--- src/rtl/latch_d_writer_pkg.sv ---
// latch_d_writer_pkg: state encoding and default phase lengths shared by latch-bank controllers.
package latch_d_writer_pkg;
    typedef enum logic [2:0] {
        IDLE  = 3'd0,
        SETUP = 3'd1,
        PULSE = 3'd2,
        HOLD  = 3'd3,
        CHECK = 3'd4
    } state_t;
    localparam int DEF_SETUP_CYC = 1;
    localparam int DEF_PULSE_CYC = 2;
    localparam int DEF_HOLD_CYC  = 1;
    function automatic int max3(input int a, input int b, input int c);
        return (a > b) ? ((a > c) ? a : c) : ((b > c) ? b : c);
    endfunction
endpackage

--- src/rtl/latch_d_writer_if.sv ---
// latch_d_writer_if: valid/ready write port carrying one word per transfer.
interface latch_d_writer_if #(parameter int WIDTH = 8);
    logic             valid;
    logic             ready;
    logic [WIDTH-1:0] data;
    modport master(output valid, data, input ready);
    modport slave(input valid, data, output ready);
endinterface

--- src/rtl/latch_d_writer.sv ---
// latch_d_writer: sequences setup / enable pulse / hold for a D-latch bank and reads it back.
module latch_d_writer
    import latch_d_writer_pkg::*;
#(
    parameter int WIDTH     = 8,
    parameter int SETUP_CYC = DEF_SETUP_CYC,
    parameter int PULSE_CYC = DEF_PULSE_CYC,
    parameter int HOLD_CYC  = DEF_HOLD_CYC
) (
    input  logic             CLK,
    input  logic             RST,
    latch_d_writer_if.slave  wr,
    output logic [WIDTH-1:0] lat_D,
    output logic             lat_EN,
    input  logic [WIDTH-1:0] lat_Q,
    output logic             done,
    output logic             mismatch
);
    localparam int CW = $clog2(max3(SETUP_CYC, PULSE_CYC, HOLD_CYC) + 1);
    if (SETUP_CYC < 1 || PULSE_CYC < 1 || HOLD_CYC < 1) begin : g_bad_param
        $error("latch_d_writer: SETUP_CYC, PULSE_CYC and HOLD_CYC must all be >= 1");
    end
    state_t        state, nxt;
    logic [CW-1:0] cnt, load;
    logic          xfer, last;
    assign wr.ready = state == IDLE || state == CHECK;
    assign xfer     = wr.valid && wr.ready;
    assign last     = cnt == '0;
    always_comb begin
        nxt = IDLE;
        case (state)
            IDLE:    nxt = xfer ? SETUP : IDLE;
            SETUP:   nxt = last ? PULSE : SETUP;
            PULSE:   nxt = last ? HOLD : PULSE;
            HOLD:    nxt = last ? CHECK : HOLD;
            CHECK:   nxt = xfer ? SETUP : IDLE;
            default: nxt = IDLE;
        endcase
        load = nxt == SETUP ? CW'(SETUP_CYC - 1) :
               nxt == PULSE ? CW'(PULSE_CYC - 1) :
               nxt == HOLD  ? CW'(HOLD_CYC - 1)  : '0;
    end
    // Outputs come from nxt so lat_EN is a clean flop output aligned with the state;
    // lat_Q is sampled on the edge leaving the last HOLD cycle.
    always_ff @(posedge CLK) begin
        if (RST) begin
            state    <= IDLE;
            cnt      <= '0;
            lat_D    <= '0;
            lat_EN   <= 1'b0;
            done     <= 1'b0;
            mismatch <= 1'b0;
        end else begin
            state    <= nxt;
            cnt      <= nxt != state ? load : (last ? cnt : cnt - 1'b1);
            lat_D    <= xfer ? wr.data : lat_D;
            lat_EN   <= nxt == PULSE;
            done     <= nxt == CHECK;
            mismatch <= nxt == CHECK && lat_Q != lat_D;
        end
    end
endmodule
--- src/flat_wrapper.sv ---
// flat-port wrapper written by rule: the top's interface ports become plain ports
module latch_d_writer_flat import latch_d_writer_pkg::*;
#(
    parameter int WIDTH     = 8,
    parameter int SETUP_CYC = DEF_SETUP_CYC,
    parameter int PULSE_CYC = DEF_PULSE_CYC,
    parameter int HOLD_CYC  = DEF_HOLD_CYC
)
  (CLK, RST, lat_D, lat_EN, lat_Q, done, mismatch, wr_valid, wr_data, wr_ready);
  latch_d_writer_if #(.WIDTH(WIDTH)) wr_i ();
  input  logic CLK;
  input  logic RST;
  output logic [WIDTH-1:0] lat_D;
  output logic lat_EN;
  input  logic [WIDTH-1:0] lat_Q;
  output logic done;
  output logic mismatch;
  input wire logic [$bits(wr_i.valid)-1:0] wr_valid;
  input wire logic [$bits(wr_i.data)-1:0] wr_data;
  output wire logic [$bits(wr_i.ready)-1:0] wr_ready;
  assign wr_i.valid = wr_valid;
  assign wr_i.data = wr_data;
  assign wr_ready = wr_i.ready;
  latch_d_writer #(.WIDTH(WIDTH), .SETUP_CYC(SETUP_CYC), .PULSE_CYC(PULSE_CYC), .HOLD_CYC(HOLD_CYC)) u_core (.CLK(CLK), .RST(RST), .wr(wr_i), .lat_D(lat_D), .lat_EN(lat_EN), .lat_Q(lat_Q), .done(done), .mismatch(mismatch));
endmodule
--- config.mk ---
export PLATFORM = sky130hd
export DESIGN_NAME = latch_d_writer_flat
export DESIGN_NICKNAME = d
export VERILOG_FILES = /design/src/rtl/latch_d_writer_pkg.sv /design/src/rtl/latch_d_writer_if.sv /design/src/rtl/latch_d_writer.sv /design/src/flat_wrapper.sv
export SDC_FILE = /design/constraint.sdc
export NUM_CORES = 1
export LEC_CHECK = 0
export CAP_MARGIN = 30
export CORE_UTILIZATION = 44
export DETAILED_ROUTE_END_ITERATION = 10
export PLACE_DENSITY = 0.83
export SETUP_SLACK_MARGIN = 0.3
export SLEW_MARGIN = 40
export SYNTH_ARGS = -nofsm -noshare
export SYNTH_HDL_FRONTEND = slang
export SYNTH_SLANG_ARGS = --single-unit
--- constraint.sdc ---
create_clock -name CLK -period 2.8 [get_ports CLK]
set_clock_uncertainty 0.05 [all_clocks]
set_input_delay 0.56 -clock CLK [delete_from_list [all_inputs] [get_ports CLK]]
set_output_delay 0.56 -clock CLK [all_outputs]
set_load 0.01 [all_outputs]
==> impl_metrics.json, run 1 <==
{
  "status": "completed",
  "start_kind": "flop",
  "grt_max_degree": 11,
  "place_worst_setup_slack_ns": 0.8357,
  "leakagePower_nw": 0.3987,
  "crit_start": "u_core.state[0]",
  "synth_top_area_cell": "dfxtp_1",
  "period_minus_slack_ns": 2.049,
  "fmax_mhz": 488.1,
  "post_cts_resized": 0,
  "netlist_top_cells_count": "nand2_1 (19), dfxtp_1 (16), a21oi_1 (12)",
  "synth-seq-area-share": 0.4354,
  "dp.cells": 124,
  "syn_to_final_growth_pct": 41.84,
  "num_vias": 645,
  "cts-hold-fix-buffers": 0,
  "finalHoldViolCount": 0,
  "clock_latency_ns": 0.28,
  "track_usage": 0.1823,
  "numCtsBuffers": 3,
  "grt_overflow": 0,
  "cpPeakStageDelay_ns": 0.55,
  "start_util": 0.4773,
  "fin_cells": 128,
  "hp-class": "reg2reg",
  "synthFlopType": "dfxtp_1",
  "cts.sink_count": 16,
  "syn-cell-area_um2": 735.7,
  "slew_headroom": 0.7106,
  "path_max_fanout": 9,
  "setup_slack_ns": 0.7513,
  "port_buffers": 30,
  "core_area_um2": 1541,
  "io_pins": 31,
  "fin_tns_setup_ns": 0,
  "synth.top_cell.area_share": 0.4354,
  "r2r_cells": 5,
  "synth_edf_count": 0,
  "die_y_um": 42.89,
  "finalCritPeriodShare": 0.7317,
  "die-area_um2": 1840,
  "yosysUniqueCellTypes": 23,
  "ant_nets": 0,
  "clk_pin_slew_worst_paths_ns": 0.10,
  "reg2reg_to": "u_core.state[1]",
  "use_met2": 0.2909,
  "ys_top_cells_by_area": "dfxtp_1 (44%), nand2_1 (9.7%), xor2_1 (9.5%), a21oi_1 (8.2%), buf_6 (4.6%)",
  "cp_cell_sequence": "nor2_1 -> clkdlybuf4s50_1",
  "cts_htree_levels": 1,
  "finalSetupViolations": 0,
  "rsz0062_at_grt": "no",
  "cp_slowest_cell": "clkdlybuf4s50_1",
  "fin_worst_hold_slack_ns": 0.4414,
  "vdd.ir_drop.worst_uv": 457.7,
  "first_global_vias": 608,
  "gp_congestion": 0.7264,
  "r2r_start": "u_core.cnt[0]",
  "worstSetupPathType": "reg2out",
  "yosys_warnings": 0,
  "async_flop_share": 0,
  "required_ns": 2.19,
  "diodes": 0,
  "drc_errors": 0,
  "finalNetCount": 133,
  "cts_setup_buffers": 0,
  "grt_antenna_before_repair": 0,
  "crit_end": "wr_ready",
  "slew_viol_final": 0,
  "cts_buffer_depth": 2,
  "drtIter0Drc": 8,
  "firstDrtPassIters": 4,
  "r2r_setup_slack_ns": 1.42,
  "grt_pass1_wl_mm": 2.573,
  "root_buffer": "clkbuf_4",
  "synth_most_common_cell": "nand2_1",
  "syn_avg_cell_area_um2": 8.758,
  "drive_above_1_share": 0.08036,
  "cp-end-kind": "primary output",
  "met1_usage": 0.2267,
  "netlist_instances": 84,
  "grt-busiest-layer": "met2",
  "cts_tree": "yes",
  "grtUsageMet3": 0.04255,
  "wl_per_cell_um": 11.84,
  "wl_mm": 1.516,
  "routed_via_density": 5.039,
  "synth_seq_cells": 16,
  "critPathArrivalTime_ns": 1.44,
  "powerDensity_nw_per_um2": 663.6,
  "die_x_um": 42.89,
  "power.total_mw": 0.6925,
  "tightest_slew_ns": 0.4337,
  "max_cap_viol_count": 0,
  "row_count": 14,
  "synthesis.nets": 104,
  "hpwl_mm": 1.136
}
## per-layer routing
layer	vias to the layer above	share of wire
met1	276	0.47
met2	31	0.43
met3	4	0.092
li1	334	-
met4	0	0.011
met5	-	0
## layout by cell type (no fill, tap or decap), types with 2 or more instances in the layout
cell type	count
clkdlybuf4s50_1	30
nand2_1	19
dfxtp_1	16
a21oi_1	12
xor2_1	8
nor2_1	5
clkbuf_4	3
inv_1	2
nor4_1	2
## sequential cells by signal, summed over array words and instances, names as in the netlist
signal and cells:
u_core.lat_EN 1, u_core.lat_D 8, u_core.cnt 2, u_core.mismatch 1
u_core.done 1, u_core.state 3
## power by group
part | switching [mW] | internal, mW
clock | 0.0736 | 0.0791
sequential | 0.0393 | 0.263
combinational | 0.111 | 0.126
## critical path: cells and delay by family (launching register included)
kind                   cells  cell delay [ns]
and+or+nand+nor            1             0.18
DFF                        1             0.42
buffers and inverters      1             0.55
## final cells by class
type | instances | area (µm²)
clock buffers | 4 | 36.28
fillers | 132 | 498.0
inverters | 2 | 7.507
multi-input cells | 60 | 359.1
flip-flops and latches | 16 | 320.3
well taps | 16 | 20.02
repair buffers | 30 | 300.3
## stage by stage
stage / area [µm²] / util
CTS: 1044 / 0.6769
finish: 1044 / 0.6769
detailed placement: 1007 / 0.6534
floorplan: 735.7 / -
global route: 1044 / 0.6769
global placement: 1007 / 0.6534
## cells by family after synthesis
logic type,share of synthesized area
AOI/OAI and AO/OA,0.1361
DFF,0.4354
adders and majority gates,0.01700
and+or+nand+nor,0.2398
xor gates and xnor gates,0.09524
buffers and inverters,0.07653
## worst min-delay path by stage
stage | slack, ns | cells after the start | endpoint | from
3_3_place_gp | 0.42 | 2 | u_core.lat_D[1] | u_core.lat_D[1]
6_report | 0.44 | 2 | u_core.lat_D[1] | u_core.lat_D[1]
3_5_place_dp | 0.43 | 2 | u_core.lat_D[1] | u_core.lat_D[1]
2_1_floorplan | 0.42 | 2 | u_core.cnt[1] | u_core.cnt[1]
5_1_grt | 0.47 | 2 | u_core.lat_D[0] | u_core.lat_D[0]
4_1_cts | 0.44 | 2 | u_core.lat_D[1] | u_core.lat_D[1]
(Power assumes the default switching activity.)
==> run 2: changes to the inputs <==
--- a/config.mk
+++ b/config.mk
@@ -6,9 +6,9 @@
 export NUM_CORES = 1
 export LEC_CHECK = 0
 export CAP_MARGIN = 30
-export CORE_UTILIZATION = 44
+export CORE_UTILIZATION = 40
 export DETAILED_ROUTE_END_ITERATION = 10
-export PLACE_DENSITY = 0.83
+export PLACE_DENSITY = 0.77
 export SETUP_SLACK_MARGIN = 0.3
 export SLEW_MARGIN = 40
 export SYNTH_ARGS = -nofsm -noshare
==> constraint.sdc (replaced) <==
create_clock -name CLK -period 1.9 [get_ports CLK]
set_clock_uncertainty 0.05 [all_clocks]
set_input_delay 0.38 -clock CLK [delete_from_list [all_inputs] [get_ports CLK]]
set_output_delay 0.38 -clock CLK [all_outputs]
set_load 0.01 [all_outputs]
==> impl_metrics.json, run 2 (same netlist as run 1, synthesis figures left out) <==
{
  "hold_path_depth": 2,
  "port_buffers": 30,
  "grt_pass1_wl_mm": 2.622,
  "hp-class": "reg2reg",
  "post_cts_resized": 11,
  "hold_end": "u_core.lat_D[2]",
  "required_ns": 1.47,
  "crit_family": "buffers and inverters",
  "vdd.ir_drop.worst_uv": 580.5,
  "place_worst_setup_slack_ns": 0.1792,
  "grt_antenna_before_repair": 0,
  "top_register": "u_core.lat_D",
  "cts.sink_count": 16,
  "slew_viol_final": 0,
  "slew_headroom": 0.7121,
  "cpPeakStageDelay_ns": 0.52,
  "postPlaceCellArea_um2": 1033,
  "cp_slowest_cell": "clkdlybuf4s50_1",
  "die_x_um": 44.89,
  "r2r_start": "u_core.cnt[0]",
  "rsz0062_at_grt": "no",
  "cp-end-kind": "primary output",
  "finalHoldViolCount": 0,
  "core_area_um2": 1727,
  "syn_to_final_growth_pct": 44.90,
  "setup_slack_ns": 0.3379,
  "hpwl_mm": 1.285,
  "final_area_um2": 1066,
  "grt_overflow": 0,
  "period_minus_slack_ns": 1.562,
  "clk_pin_slew_worst_paths_ns": 0.10,
  "finalNetCount": 135,
  "r2r_cells": 5,
  "io_pins": 31,
  "grt_max_degree": 10,
  "cts_htree_levels": 1,
  "finalCritPeriodShare": 0.8221,
  "gp_congestion": 0.7758,
  "ant_nets": 0,
  "wl_mm": 1.625,
  "largest_register_ff_count": 8,
  "cts_tree": "yes",
  "power.total_mw": 1.016,
  "start_util": 0.4261,
  "layout_common_cells": "nand2_1 (19), clkdlybuf4s50_1 (19), dfxtp_1 (14), a21oi_1 (12), dlygate4sd2_1 (9)",
  "drc_errors": 0,
  "firstDrtPassIters": 4,
  "fmax_mhz": 640.2,
  "drive_above_1_share": 0.1140,
  "hold_path.startpoint": "u_core.lat_D[2]",
  "num_vias": 687,
  "critPathArrivalTime_ns": 1.13,
  "routed_via_density": 4.942,
  "row_count": 15,
  "leakagePower_nw": 0.4771,
  "numCtsBuffers": 3,
  "powerDensity_nw_per_um2": 953.3,
  "clock_latency_ns": 0.29,
  "reg2reg_to": "u_core.state[1]",
  "path_max_fanout": 1,
  "max_cap_viol_count": 0,
  "cts-hold-fix-buffers": 0,
  "worstSetupPathType": "reg2out",
  "die-area_um2": 2015,
  "cts_setup_buffers": 0,
  "root_buffer": "clkbuf_4",
  "die_y_um": 44.89,
  "tightest_slew_ns": 0.4279,
  "start_kind": "flop",
  "utilization": 0.6174,
  "track_usage": 0.1825,
  "r2r_setup_slack_ns": 0.52,
  "cp_cell_sequence": "clkdlybuf4s50_1",
  "wl_per_cell_um": 11.69,
  "drtIter0Drc": 8,
  "finalSetupViolations": 0,
  "first_global_vias": 589,
  "fin_tns_setup_ns": 0,
  "path_buf_inv": 1,
  "top_regs": "u_core.lat_D: 8 flops, u_core.state: 3 flops, u_core.cnt: 2 flops",
  "diodes": 0,
  "status": "completed",
  "cts_buffer_depth": 2,
  "crit_cells": 1
}
-- run 2: report_power, final --
part	total [mW]	internal, mW	switching (mW)
combinational	0.339	0.172	0.167
sequential	0.447	0.391	0.0567
clock	0.230	0.117	0.113
total	1.02	0.680	0.337
-- run 2: cell type report --
class / instances / area, µm²
fillers: 176 / 660.6
multi-input cells: 60 / 359.1
flip-flops and latches: 16 / 322.8
repair buffers: 32 / 309.0
clock buffers: 4 / 36.28
well taps: 25 / 31.28
inverters: 2 / 7.507
-- run 2: through the flow --
step | cells | hold WS (ns)
2_1_floorplan | 84 | 0.4200
3_3_place_gp | 135 | 0.4254
3_5_place_dp | 135 | 0.4332
4_1_cts | 139 | 0.4436
5_1_grt | 139 | 0.4670
6_report | 139 | 0.4439
-- run 2: worst max path at each step --
stage | start | endpoint | slack, ns
floorplan | u_core.cnt[0] | u_core.cnt[1] | 0.62
global placement | wr_valid | u_core.lat_D[3] | 0.20
detailed placement | wr_valid | u_core.lat_D[4] | 0.18
CTS | u_core.mismatch | mismatch | 0.32
global route | u_core.done | done | 0.31
finish | u_core.done | done | 0.34
-- run 2: metal layers --
layer	wire, µm	vias to the layer above	global-route usage
met5	0	-	0
met4	26	0	0.07273
met1	671	321	0.2155
met2	840	23	0.3206
li1	-	340	-
met3	87	3	0.04000
==> run 3: changes to the inputs <==
--- a/config.mk
+++ b/config.mk
@@ -6,9 +6,9 @@
 export NUM_CORES = 1
 export LEC_CHECK = 0
 export CAP_MARGIN = 30
-export CORE_UTILIZATION = 40
+export CORE_UTILIZATION = 37
 export DETAILED_ROUTE_END_ITERATION = 10
-export PLACE_DENSITY = 0.77
+export PLACE_DENSITY = 0.75
 export SETUP_SLACK_MARGIN = 0.3
 export SLEW_MARGIN = 40
 export SYNTH_ARGS = -nofsm -noshare
==> constraint.sdc (replaced) <==
create_clock -name CLK -period 1.3 [get_ports CLK]
set_clock_uncertainty 0.05 [all_clocks]
set_input_delay 0.26 -clock CLK [delete_from_list [all_inputs] [get_ports CLK]]
set_output_delay 0.26 -clock CLK [all_outputs]
set_load 0.01 [all_outputs]
==> impl_metrics.json, run 3 (same netlist as run 1, synthesis figures left out) <==
{
  "status": "completed",
  "required_ns": 1.47,
  "period_minus_slack_ns": 1.218,
  "finalCritPeriodShare": 0.9368,
  "track_usage": 0.1868,
  "fillers": 140,
  "port_buffers": 30,
  "cts-hold-fix-buffers": 0,
  "vdd.ir_drop.worst_uv": 913.9,
  "p_switching_mw": 0.6551,
  "top_register": "u_core.lat_D",
  "hp-class": "in2reg",
  "max_cap_viol_count": 0,
  "top_regs": "u_core.lat_D: 8 flops, u_core.state: 3 flops, u_core.cnt: 2 flops",
  "crit_family": "simple AND/OR/NAND/NOR gates",
  "numCtsBuffers": 3,
  "fmax_mhz": 821.2,
  "drc_errors": 0,
  "diodes": 0,
  "cpPeakStageDelay_ns": 0.34,
  "grt_overflow": 0,
  "cp-end-kind": "flop",
  "die-area_um2": 2171,
  "start_util": 0.4083,
  "pwr-share-clk": 0.183,
  "cts_htree_levels": 1,
  "layout_common_cells": "clkdlybuf4s50_1 (16), buf_4 (12), dfxtp_2 (11), buf_6 (10), nand2_2 (9)",
  "rsz0062_at_grt": "yes",
  "slew_headroom": 0.8277,
  "grt_max_degree": 10,
  "finalNetCount": 149,
  "slew_viol_final": 0,
  "num_vias": 741,
  "core_area_um2": 1802,
  "row_count": 15,
  "place_worst_setup_slack_ns": -0.3253,
  "start_kind": "flop",
  "syn_to_final_growth_pct": 79.25,
  "die_x_um": 46.59,
  "routed_via_density": 4.843,
  "tightest_slew_ns": 0.2563,
  "final_area_um2": 1319,
  "ant_nets": 0,
  "hpwl_mm": 1.315,
  "root_buffer": "clkbuf_4",
  "largest_register_ff_count": 8,
  "io_pins": 31,
  "pwr-share-seq": 0.345,
  "path_buf_inv": 1,
  "switching_share": 0.3451,
  "powerDensity_nw_per_um2": 1439,
  "drive_above_1_share": 0.5938,
  "path_max_fanout": 9,
  "multi_input_area_um2": 485.5,
  "wl_per_cell_um": 13.14,
  "power.internal_mw": 1.243,
  "regArea_um2": 337.8,
  "grt_antenna_before_repair": 0,
  "final_common_cell": "clkdlybuf4s50_1",
  "finalHoldViolCount": 0,
  "cts_buffer_depth": 2,
  "cp_slowest_cell": "dfxtp_2",
  "critPathArrivalTime_ns": 1.39,
  "cts.sink_count": 16,
  "power.total_mw": 1.898,
  "first_global_vias": 666,
  "fin_worst_hold_slack_ns": 0.3982,
  "gp_congestion": 0.7749,
  "finalSetupViolations": 0,
  "leakagePower_nw": 0.5469,
  "wl_mm": 2.010,
  "clock_latency_ns": 0.30,
  "drtIter0Drc": 8,
  "cp_cell_sequence": "inv_2 -> ha_4 -> nand2_1 -> or2_2 -> a21oi_1",
  "postPlaceCellArea_um2": 1151,
  "firstDrtPassIters": 4,
  "cts_tree": "yes",
  "worstSetupPathType": "reg2reg",
  "r2r_setup_slack_ns": 0.08,
  "clk_pin_slew_worst_paths_ns": 0.11,
  "pwr-share-comb": 0.472,
  "die_y_um": 46.59,
  "fin_tns_setup_ns": 0,
  "grt_pass1_wl_mm": 2.794,
  "setup_slack_ns": 0.08220
}
## run 3: cell types whose count changed in the layout (fill, tap and decap cells not counted), moves of 7 or more
| cell | previous run | this run |
|---|---|---|
| buf_6 | 0 | 10 |
| nand2_1 | 19 | 7 |
| dlygate4sd2_1 | 9 | 2 |
| nand2_2 | 0 | 9 |
| buf_4 | 2 | 12 |
| dfxtp_1 | 14 | 4 |
| dfxtp_2 | 2 | 11 |
## run 3: stage by stage
step / std cells / util
floorplan: 84 / -
CTS: 152 / 0.7035
global placement: 145 / 0.6389
detailed placement: 145 / 0.6389
finish: 153 / 0.7319
global route: 153 / 0.7319
## run 3: power by group through the flow
stage / logic (mW) / registers [mW] / clock network (mW)
finish: 0.897 / 0.654 / 0.347
global route: 0.957 / 0.661 / 0.367
CTS: 0.835 / 0.649 / 0.333
detailed placement: 0.740 / 0.637 / 0
global placement: 0.716 / 0.636 / 0
floorplan: 0.451 / 0.645 / 0
## run 3: metal layers
metal | wire, µm | up-vias | GRT usage
met2 | 1027 | 26 | 0.3417
li1 | - | 368 | -
met5 | 0 | - | 0
met3 | 103 | 2 | 0.04706
met4 | 19 | 0 | 0.03529
met1 | 860 | 345 | 0.2156
## run 3: final timing paths
check / start / endpoint / depth (start not counted)
setup reg to reg: u_core.cnt[0] / u_core.state[1] / 5
setup / recovery: u_core.cnt[0] / u_core.state[1] / 5
hold / removal: RST / u_core.cnt[1] / 3
hold reg to reg: u_core.lat_D[7] / u_core.lat_D[7] / 2
## run 3: layout make-up
cell class	count	share of cell area
Sequential cell	16	0.2562
Multi-Input combinational cell	61	0.3681
Inverter	2	0.005693
Clock buffer	4	0.02751
Tap cell	25	0.02372
Timing Repair Buffer	45	0.3188
## run 3: what timing repair did
action / CTS / global route
gates cloned: 1 / 0
pin swaps: 23 / 6
endpoints found under the setup margin: 28 / 28
buffers inserted: 2 / 1
gates resized for setup: 86 / 12
## run 3: worst reg2reg max path: cells and delay by family (launching register included)
family | cells | cell delay (ns)
flip-flops | 1 | 0.34
AO/OA/AOI/OAI | 1 | 0.12
buffers and inverters | 1 | 0.08
AND/OR/NAND/NOR | 2 | 0.37
adder cells (fa/ha/maj) | 1 | 0.19
